--- src/rtl/cp0_exc_ctrl.sv ---
// -----------------------------------------------------------------------------
// cp0_exc_ctrl
//
// Coprocessor-0 sequencer. Holds the architectural CP0 state (STATUS, CAUSE,
// EPC, BADVADDR, COUNT, COMPARE), arbitrates between pipeline exceptions,
// hardware/timer interrupts and eret, and raises a flush + redirect request
// towards fetch that is held until fetch acknowledges it. It also serves the
// mfc0 (combinational read) and mtc0 (write at the clock edge) accesses issued
// from the MEM stage.
//
// Ports
//   clk, rst_n        clock, synchronous active-low reset
//   pc_valid          MEM stage holds a real instruction (interrupts need it)
//   mem_pc            PC of the MEM-stage instruction
//   mem_in_ds         MEM instruction sits in a branch delay slot
//   exc_valid         MEM instruction raised an exception
//   exc_code          ExcCode of that exception
//   exc_badaddr       faulting address for AdEL/AdES
//   eret              MEM instruction is eret
//   int_in            level-sensitive hardware interrupt lines
//   cp0_we            mtc0 write strobe
//   cp0_addr/cp0_sel  CP0 register number / select (only select 0 exists)
//   cp0_wdata         mtc0 data
//   cp0_rdata         mfc0 data (combinational)
//   flush             kill IF..MEM
//   redirect_valid    redirect request to fetch
//   redirect_pc       redirect target
//   redirect_ack      fetch accepted the redirect
//   exl_out           STATUS.EXL
// -----------------------------------------------------------------------------
module cp0_exc_ctrl #(
  parameter logic [31:0] EXC_VEC  = 32'h0000_3000,
  parameter bit          TIMER_EN = 1'b1
) (
  input  logic        clk,
  input  logic        rst_n,
  input  logic        pc_valid,
  input  logic [31:0] mem_pc,
  input  logic        mem_in_ds,
  input  logic        exc_valid,
  input  logic [4:0]  exc_code,
  input  logic [31:0] exc_badaddr,
  input  logic        eret,
  input  logic [5:0]  int_in,
  input  logic        cp0_we,
  input  logic [4:0]  cp0_addr,
  input  logic [2:0]  cp0_sel,
  input  logic [31:0] cp0_wdata,
  output logic [31:0] cp0_rdata,
  output logic        flush,
  output logic        redirect_valid,
  output logic [31:0] redirect_pc,
  input  logic        redirect_ack,
  output logic        exl_out
);

  // CP0 register numbers (select 0)
  localparam logic [4:0] ADDR_BADVADDR = 5'd8;
  localparam logic [4:0] ADDR_COUNT    = 5'd9;
  localparam logic [4:0] ADDR_COMPARE  = 5'd11;
  localparam logic [4:0] ADDR_STATUS   = 5'd12;
  localparam logic [4:0] ADDR_CAUSE    = 5'd13;
  localparam logic [4:0] ADDR_EPC      = 5'd14;

  // ExcCodes that carry a faulting address
  localparam logic [4:0] EXC_ADEL = 5'd4;
  localparam logic [4:0] EXC_ADES = 5'd5;

  typedef enum logic {
    S_IDLE,
    S_WAIT_ACK
  } state_t;

  state_t state;

  // Architectural state, kept as individual fields; unimplemented bits are
  // constant zero and only materialise in the read mux.
  logic        status_ie;
  logic        status_exl;
  logic [7:0]  status_im;
  logic        cause_bd;
  logic        cause_ti;
  logic [7:0]  cause_ip;      // cause_ip[7:2] hardware, cause_ip[1:0] software
  logic [4:0]  cause_exc;
  logic [31:0] epc;
  logic [31:0] badvaddr;
  logic [31:0] count;
  logic [31:0] compare;

  // ---------------------------------------------------------------------------
  // Event arbitration
  // ---------------------------------------------------------------------------
  logic int_pend;
  logic in_idle;
  logic take_exc;
  logic take_int;
  logic take_eret;
  logic take_any;
  logic wr_en;
  logic wr_status;
  logic wr_cause;
  logic wr_epc;
  logic wr_count;
  logic wr_compare;
  logic timer_hit;

  assign int_pend  = status_ie & ~status_exl & (|(cause_ip & status_im));
  assign in_idle   = (state == S_IDLE);

  // exception > interrupt (only on a real instruction) > eret
  assign take_exc  = in_idle & exc_valid;
  assign take_int  = in_idle & ~exc_valid & int_pend & pc_valid;
  assign take_eret = in_idle & ~exc_valid & ~(int_pend & pc_valid) & eret;
  assign take_any  = take_exc | take_int | take_eret;

  // mtc0 only lands in IDLE and only when no event is being taken this cycle,
  // so it never races the event updates of EXL/EPC below.
  assign wr_en      = in_idle & ~take_any & cp0_we & (cp0_sel == 3'd0);
  assign wr_status  = wr_en & (cp0_addr == ADDR_STATUS);
  assign wr_cause   = wr_en & (cp0_addr == ADDR_CAUSE);
  assign wr_epc     = wr_en & (cp0_addr == ADDR_EPC);
  assign wr_count   = wr_en & (cp0_addr == ADDR_COUNT);
  assign wr_compare = wr_en & (cp0_addr == ADDR_COMPARE);

  assign timer_hit  = TIMER_EN && (count == compare);

  // ---------------------------------------------------------------------------
  // mfc0 read mux
  // ---------------------------------------------------------------------------
  // NOTE: every output of an always_comb gets a default first so no path can
  // leave it unassigned and infer a latch.
  always_comb begin
    cp0_rdata = 32'h0;
    if (cp0_sel == 3'd0) begin
      unique case (cp0_addr)
        ADDR_BADVADDR: cp0_rdata = badvaddr;
        ADDR_COUNT:    cp0_rdata = count;
        ADDR_COMPARE:  cp0_rdata = compare;
        ADDR_STATUS:   cp0_rdata = {16'h0, status_im, 6'h0, status_exl, status_ie};
        ADDR_CAUSE:    cp0_rdata = {cause_bd, cause_ti, 14'h0, cause_ip, 1'b0,
                                    cause_exc, 2'b00};
        ADDR_EPC:      cp0_rdata = epc;
        default:       cp0_rdata = 32'h0;
      endcase
    end
  end

  assign exl_out = status_exl;

  // ---------------------------------------------------------------------------
  // State update and sequencer
  // ---------------------------------------------------------------------------
  // NOTE: all state below uses non-blocking assignments, so every right-hand
  // side sees pre-edge values (e.g. eret redirects to the EPC held before the
  // edge, and IP[15] picks up the TI value from before the edge).
  always_ff @(posedge clk) begin
    if (!rst_n) begin
      state          <= S_IDLE;
      status_ie      <= 1'b1;
      status_exl     <= 1'b0;
      status_im      <= 8'h0;
      cause_bd       <= 1'b0;
      cause_ti       <= 1'b0;
      cause_ip       <= 8'h0;
      cause_exc      <= 5'h0;
      epc            <= 32'h0;
      badvaddr       <= 32'h0;
      count          <= 32'h0;
      compare        <= 32'h0;
      flush          <= 1'b0;
      redirect_valid <= 1'b0;
      redirect_pc    <= 32'h0;
    end else begin
      // Free-running timer; an mtc0 to COUNT overrides the increment.
      count <= wr_count ? cp0_wdata : count + 32'd1;

      // Writing COMPARE acknowledges the timer and beats a same-cycle match.
      if (wr_compare) begin
        compare  <= cp0_wdata;
        cause_ti <= 1'b0;
      end else if (timer_hit) begin
        cause_ti <= 1'b1;
      end

      // Hardware pending bits track the lines every cycle; the timer shares
      // line 5.
      cause_ip[7:2] <= {int_in[5] | cause_ti, int_in[4:0]};

      if (wr_cause) cause_ip[1:0] <= cp0_wdata[9:8];

      if (wr_status) begin
        status_ie  <= cp0_wdata[0];
        status_exl <= cp0_wdata[1];
        status_im  <= cp0_wdata[15:8];
      end

      if (wr_epc) epc <= cp0_wdata;

      unique case (state)
        S_IDLE: begin
          if (take_exc || take_int) begin
            // With EXL already set we are inside a handler: keep the original
            // return point rather than overwrite it.
            if (!status_exl) begin
              epc      <= mem_in_ds ? mem_pc - 32'd4 : mem_pc;
              cause_bd <= mem_in_ds;
            end
            cause_exc <= take_exc ? exc_code : 5'd0;
            if (take_exc && (exc_code == EXC_ADEL || exc_code == EXC_ADES))
              badvaddr <= exc_badaddr;
            status_exl     <= 1'b1;
            flush          <= 1'b1;
            redirect_valid <= 1'b1;
            redirect_pc    <= EXC_VEC;
            state          <= S_WAIT_ACK;
          end else if (take_eret) begin
            status_exl     <= 1'b0;
            flush          <= 1'b1;
            redirect_valid <= 1'b1;
            redirect_pc    <= epc;
            state          <= S_WAIT_ACK;
          end
        end

        S_WAIT_ACK: begin
          // Request held stable until fetch takes it.
          if (redirect_ack) begin
            flush          <= 1'b0;
            redirect_valid <= 1'b0;
            redirect_pc    <= 32'h0;
            state          <= S_IDLE;
          end
        end

        default: state <= S_IDLE;
      endcase
    end
  end

endmodule

--- config.mk ---
export PLATFORM = sky130hd
export DESIGN_NAME = cp0_exc_ctrl
export DESIGN_NICKNAME = d
export VERILOG_FILES = /design/src/rtl/cp0_exc_ctrl.sv
export SDC_FILE = /design/constraint.sdc
export NUM_CORES = 1
export LEC_CHECK = 0
export BUFFER_PORTS_ARGS = -buffer_cell sky130_fd_sc_hd__buf_2
export CORE_MARGIN = 8
export CORE_UTILIZATION = 60
export DETAILED_ROUTE_END_ITERATION = 8
export HOLD_SLACK_MARGIN = 0.02
export PLACE_DENSITY = 0.85
export SLEW_MARGIN = 40
export SYNTH_ARGS = -nofsm -noshare
export SYNTH_HDL_FRONTEND = slang
export SYNTH_SLANG_ARGS = --single-unit
--- constraint.sdc ---
create_clock -name clk -period 3.3 [get_ports clk]
set_clock_uncertainty 0.1 [all_clocks]
set_input_delay 0.66 -clock clk [delete_from_list [all_inputs] [get_ports clk]]
set_output_delay 0.66 -clock clk [all_outputs]
set_load 0.005 [all_outputs]
Yosys cells after proc, flatten, opt, wreduce, memory -nomap -nowiden
Cells that the tools add are included.
- output and inout port bits: 67
- bits of input ports: 123
- word-level logic and storage cells: 90
- bits in registers: 187
- add/subtract/negate cells: 2
- eq/ne operators: 11
- bitwise gates (word level): 27
- reduce and logical (&&, ||, !) cells: 10
- muxes and demuxes: 25
- operators with widths (kind ; count):
    $mux W32 ; 10
    $pmux W32 S6 ; 1
    $pmux W32 S2 ; 1
    $add A32 B1 Y32 const B ; 1
    $eq A32 B32 Y1 ; 1
    $sub A32 B3 Y32 const B ; 1
    $eq A5 B4 Y1 const B ; 6
    $and A1 B1 Y1 ; 17
    $eq A5 B3 Y1 const B ; 2
    $mux W1 ; 10
    $and A8 B8 Y8 ; 1
    $reduce_or A8 Y1 ; 1
    $not A1 Y1 ; 6
    $reduce_and A3 Y1 ; 2
    $mux W5 ; 1
    $pmux W1 S2 ; 2
    $reduce_and A2 Y1 ; 2
    $logic_not A3 Y1 ; 1
    $ne A3 B1 Y1 const B ; 1
    $or A1 B1 Y1 ; 3
    $logic_or A1 B1 Y1 ; 2
    $ne A2 B2 Y1 const B ; 1
    $reduce_or A2 Y1 ; 1
    $logic_and A1 B1 Y1 ; 1

Longest topological paths before layout
- depth after elaboration: 17
- depth in mapped cells: 8
- gate-level depth less buffers: 7

Worst setup path after synthesis
Ideal clock, no wire load.
- kind: input-to-output
- start: input port cp0_addr[1]
- end: output port cp0_rdata[27]
- slack: 0.610 ns
- required time: 2.540 ns
- arrival: 1.930 ns
- stages: 5
- cells stage by stage: clkbuf_1 > nor4_1 > clkbuf_1 > a222oi_1 > a21oi_1
- word-level cells in the longest chain between the ends: 3
- elaborated cells on any way between the ends: 8
- classes of those cells: eq/ne (6); mux (2)
- ends and longest elaborated chain (what ; RTL line ; source):
    start, declared ; 46 ; input logic [4:0] cp0_addr,
    $eq A5 B4 Y1 ; 135 ; unique case (cp0_addr)
    $pmux W32 S6 * ; 135 ;
    $mux W32 * ; 134 ; if (cp0_sel == 3'd0) begin
    end, declared ; 49 ; output logic [31:0] cp0_rdata,
Mark *: on every way between the ends. The rest lies on a longest branch, timed or not.

Final worst setup path
- start: input port cp0_sel[1]
- end: output port cp0_rdata[26]
- word-level cells in the longest chain between the ends: 2
- ends and longest elaborated chain (what ; RTL line ; source):
    start, declared ; 47 ; input logic [2:0] cp0_sel,
    $logic_not A3 Y1 ; 134 ;
    $mux W32 ; 134 ;
No other way between the ends.

==> flow_summary_export.csv <==
group,metric,value,unit
placement,place_hpwl,23.6,mm
die,rows,45,
sta,hold_violations,0,
min_path,hp-class,"input pin to flip-flop",
routing,firstDrtPassIters,7,
yosys,synth_area,0.00930,mm2
finish,area.growth.synth_to_final,20.1,%
finish,seqCellArea,0.00374,mm2
routing,via_count,9797,
worst_setup_path,rrSetupSlack,0.71,ns
routing,drt-total-wl,32.8,mm
worst_setup_path,crit_fanout,16,
die,start_util,0.614,
sta,max_freq,0.320,GHz
clock_tree,cts_max_level,4,
placement,placed_area,0.0105,mm2
worst_setup_path,arrival,2.37,ns
sta,period_share,0.948,
grt,use_met2,0.490,
clock_tree,cts_buffers,17,
finish,fin_nets,1402,
routing,via_per_inst,6.62,
yosys,yosysTopAreaCellShare,0.403,
power,peakVddDrop,0.400,mV
grt,grt_pass1_vias,9207,
worst_setup_path,r2r_start,"status_im[6]$_SDFFE_PN0P_",
clock_tree,clock_path_buffers,2,
flow_run,drv_cap,0,
clock_tree,clk_pin_slew,0.07,ns
sta,tightest_slew,0.818,ns
finish,fillers,1133,
worst_setup_path,crit_path_end_kind,"output port",
yosys,ys_seq_area_frac,0.403,
power,p_sw,0.00124,W
yosys,synthFlopType,"dfxtp_1",
yosys,syn-num-nets,1251,
yosys,netlist_instances,1126,
power,p_seq_frac,0.468,
clock_tree,cts_root_buffer,"clkbuf_16",
routing,drt_iter0_drc,1919,
outcome,status,"complete, no violations",
min_path,worstHoldStart,"int_in[2]",
finish,layout_common_cells,"buf_2 (189), dfxtp_1 (187), nand2_1 (184)",
power,p_leak,4.24,nW
grt,antenna_found_initial,2,
grt,grt_pass1_wl,50.5,mm
yosys,avgSynthCellArea,8.26,um2
power,combPwrFrac,0.090,
yosys,ys_types,61,
sta,maxSlewHeadroom,0.454,
grt,use_met3,0.0907,
worst_setup_path,worstSetupStartpoint,"cp0_sel[1]",
yosys,netlist_top_cells_area,"dfxtp_1 (40%), nand2_1 (7.4%), xnor2_1 (5.7%)",
routing,post-route-drc-count,0,
clock_tree,cts_tree,"built",
placement,portBuffers,189,
finish,final_common_cell,"buf_2",
die,die_h,140,um
power,clock_power_share,0.443,
clock_tree,clock_sinks,187,
finish,drive_gt1_frac,0.211,
yosys,synthArstFlopShare,0,
clock_tree,postCtsSetupBuffers,0,
power,internal_power,0.00387,W
clock_tree,clk-insertion-delay-late,0.44,ns
sta,drv_slew,0,
grt,gr-total-overflow,0,
die,pin_count,190,
power,p_sw_frac,0.243,
sta,setup_viol,0,
yosys,yosysTopAreaCell,"dfxtp_1",
yosys,ys_warn_count,0,
worst_setup_path,critPathLaunchType,"input pin",
sta,timing.hold.ws,0.327,ns
routing,antenna_left,0,
yosys,synth-edff-count,0,
worst_setup_path,critical_path_class,"input pin to output port",
routing,avgRoutedWirePerCell,22.2,um
clock_tree,hold_buffers,0,
finish,final_area,0.0112,mm2
die,core-area,0.0151,mm2
worst_setup_path,cp.required,2.54,ns
power,powerDensity,457,mW/mm2
grt,grt_busiest_layer,"met2",
die,chipWidth,140,um
yosys,ys_ff_latch,187,
finish,multiInputGateArea,0.00521,mm2
grt,grt_max_degree,74,
clock_tree,cts_resized,0,
placement,globalplace.congestion,0.992,
grt,track_usage,0.321,
sta,rsz0062_at_grt,"no",
grt,use_met1,0.415,
sta,fin_tns_setup,0,ns
sta,fin_crit,3.13,ns
die,die_area,0.0197,mm2
==> registers in the layout, indices dropped and copies added, names as in the netlist <==
name,count
status_im,8
compare,32
exl_out,1
epc,32
cause_bd,1
status_ie,1
redirect_valid,1
state,1
badvaddr,32
count,32
cause_ti,1
cause_ip,8
redirect_pc,32
cause_exc,5
==> critical path, stage by stage <==
cell and delay [ns]:
buf_2 0.10, or3_1 0.38, a21oi_1 0.12, nand2_1 0.48, buf_4 0.37, a21oi_1 0.12, buf_2 0.13
==> layout make-up <==
cell class / count / area share
inverters: 11 / 0.00370
repair buffers: 224 / 0.114
diodes: 3 / 0.000672
flip-flops and latches: 187 / 0.335
well taps: 188 / 0.0211
multi-input cells: 836 / 0.467
clock inverters: 9 / 0.0142
clock buffers: 23 / 0.0446
==> synth_stat cells (2+ instances only) <==
cell type / number
dfxtp_1: 187
nand2_1: 184
a21oi_1: 101
clkbuf_1: 74
xnor2_1: 61
o21ai_0: 58
nor2_1: 51
nand3_1: 48
a22o_1: 32
nor3_1: 32
a222oi_1: 30
mux2i_1: 29
nor4_1: 24
xor2_1: 21
a22oi_1: 17
a211oi_1: 15
a311oi_1: 14
nand4_1: 13
inv_1: 11
buf_2: 10
a31oi_1: 9
a2bb2o_1: 7
and2_1: 7
and3_1: 7
o41ai_1: 7
or4_1: 7
buf_1: 6
nand2b_1: 5
or3_1: 5
and4_1: 4
nor2b_1: 4
o31a_1: 4
a221oi_1: 3
o2111ai_1: 3
or4_4: 3
a221o_1: 2
and3b_1: 2
ha_1: 2
nand4b_1: 2
nor3b_1: 2
o2111ai_2: 2
o31ai_1: 2
==> worst paths after layout <==
| check | to | cells past startpoint |
|---|---|---|
| worst min register to register | badvaddr[6]$_SDFFE_PN0P_ | 2 |
| worst max-delay path | cp0_rdata[26] | 7 |
| worst max register to register | epc[0]$_SDFF_PN0_ | 6 |
| worst min-delay path | cause_ip[4]$_SDFF_PN0_ | 2 |
==> power groups by stage <==
stage	Clock, W	Sequential (W)	Combinational, W
floorplan	0	0.00240	0.000239
global placement	0	0.00243	0.000428
detailed placement	0	0.00243	0.000437
CTS	0.00226	0.00238	0.000442
global route	0.00236	0.00239	0.000488
finish	0.00226	0.00239	0.000457
==> kinds of logic (layout without fill, tap and decap cells) <==
kind of cell | count (synthesis) | count (layout) | share of synthesized area
other cells | 0 | 3 | 0
flops | 187 | 187 | 0.403
compound gates | 315 | 315 | 0.233
xor+xnor | 82 | 82 | 0.0773
mux | 29 | 29 | 0.0312
buf+inv | 103 | 267 | 0.0435
fa+ha+maj | 2 | 2 | 0.00269
simple gates | 408 | 408 | 0.210
==> layer usage <==
| layer | vias up | wire length (um) |
|---|---|---|
| met1 | 4520 | 12800 |
| met2 | 712 | 14400 |
| met5 | - | 0 |
| met3 | 116 | 4350 |
| met4 | 0 | 1290 |
| li1 | 4449 | - |
==> stage by stage <==
stage / instances / util / worst slack (ns) / power [W]
global route: 1480 / 0.737 / 0.106 / 0.00524
finish: 1481 / 0.737 / 0.172 / 0.00511
floorplan: 1126 / - / 0.610 / 0.00264
CTS: 1478 / 0.737 / 0.227 / 0.00509
detailed placement: 1446 / 0.693 / 0.228 / 0.00287
global placement: 1446 / 0.693 / 0.256 / 0.00286
(Power assumes the default switching activity.)
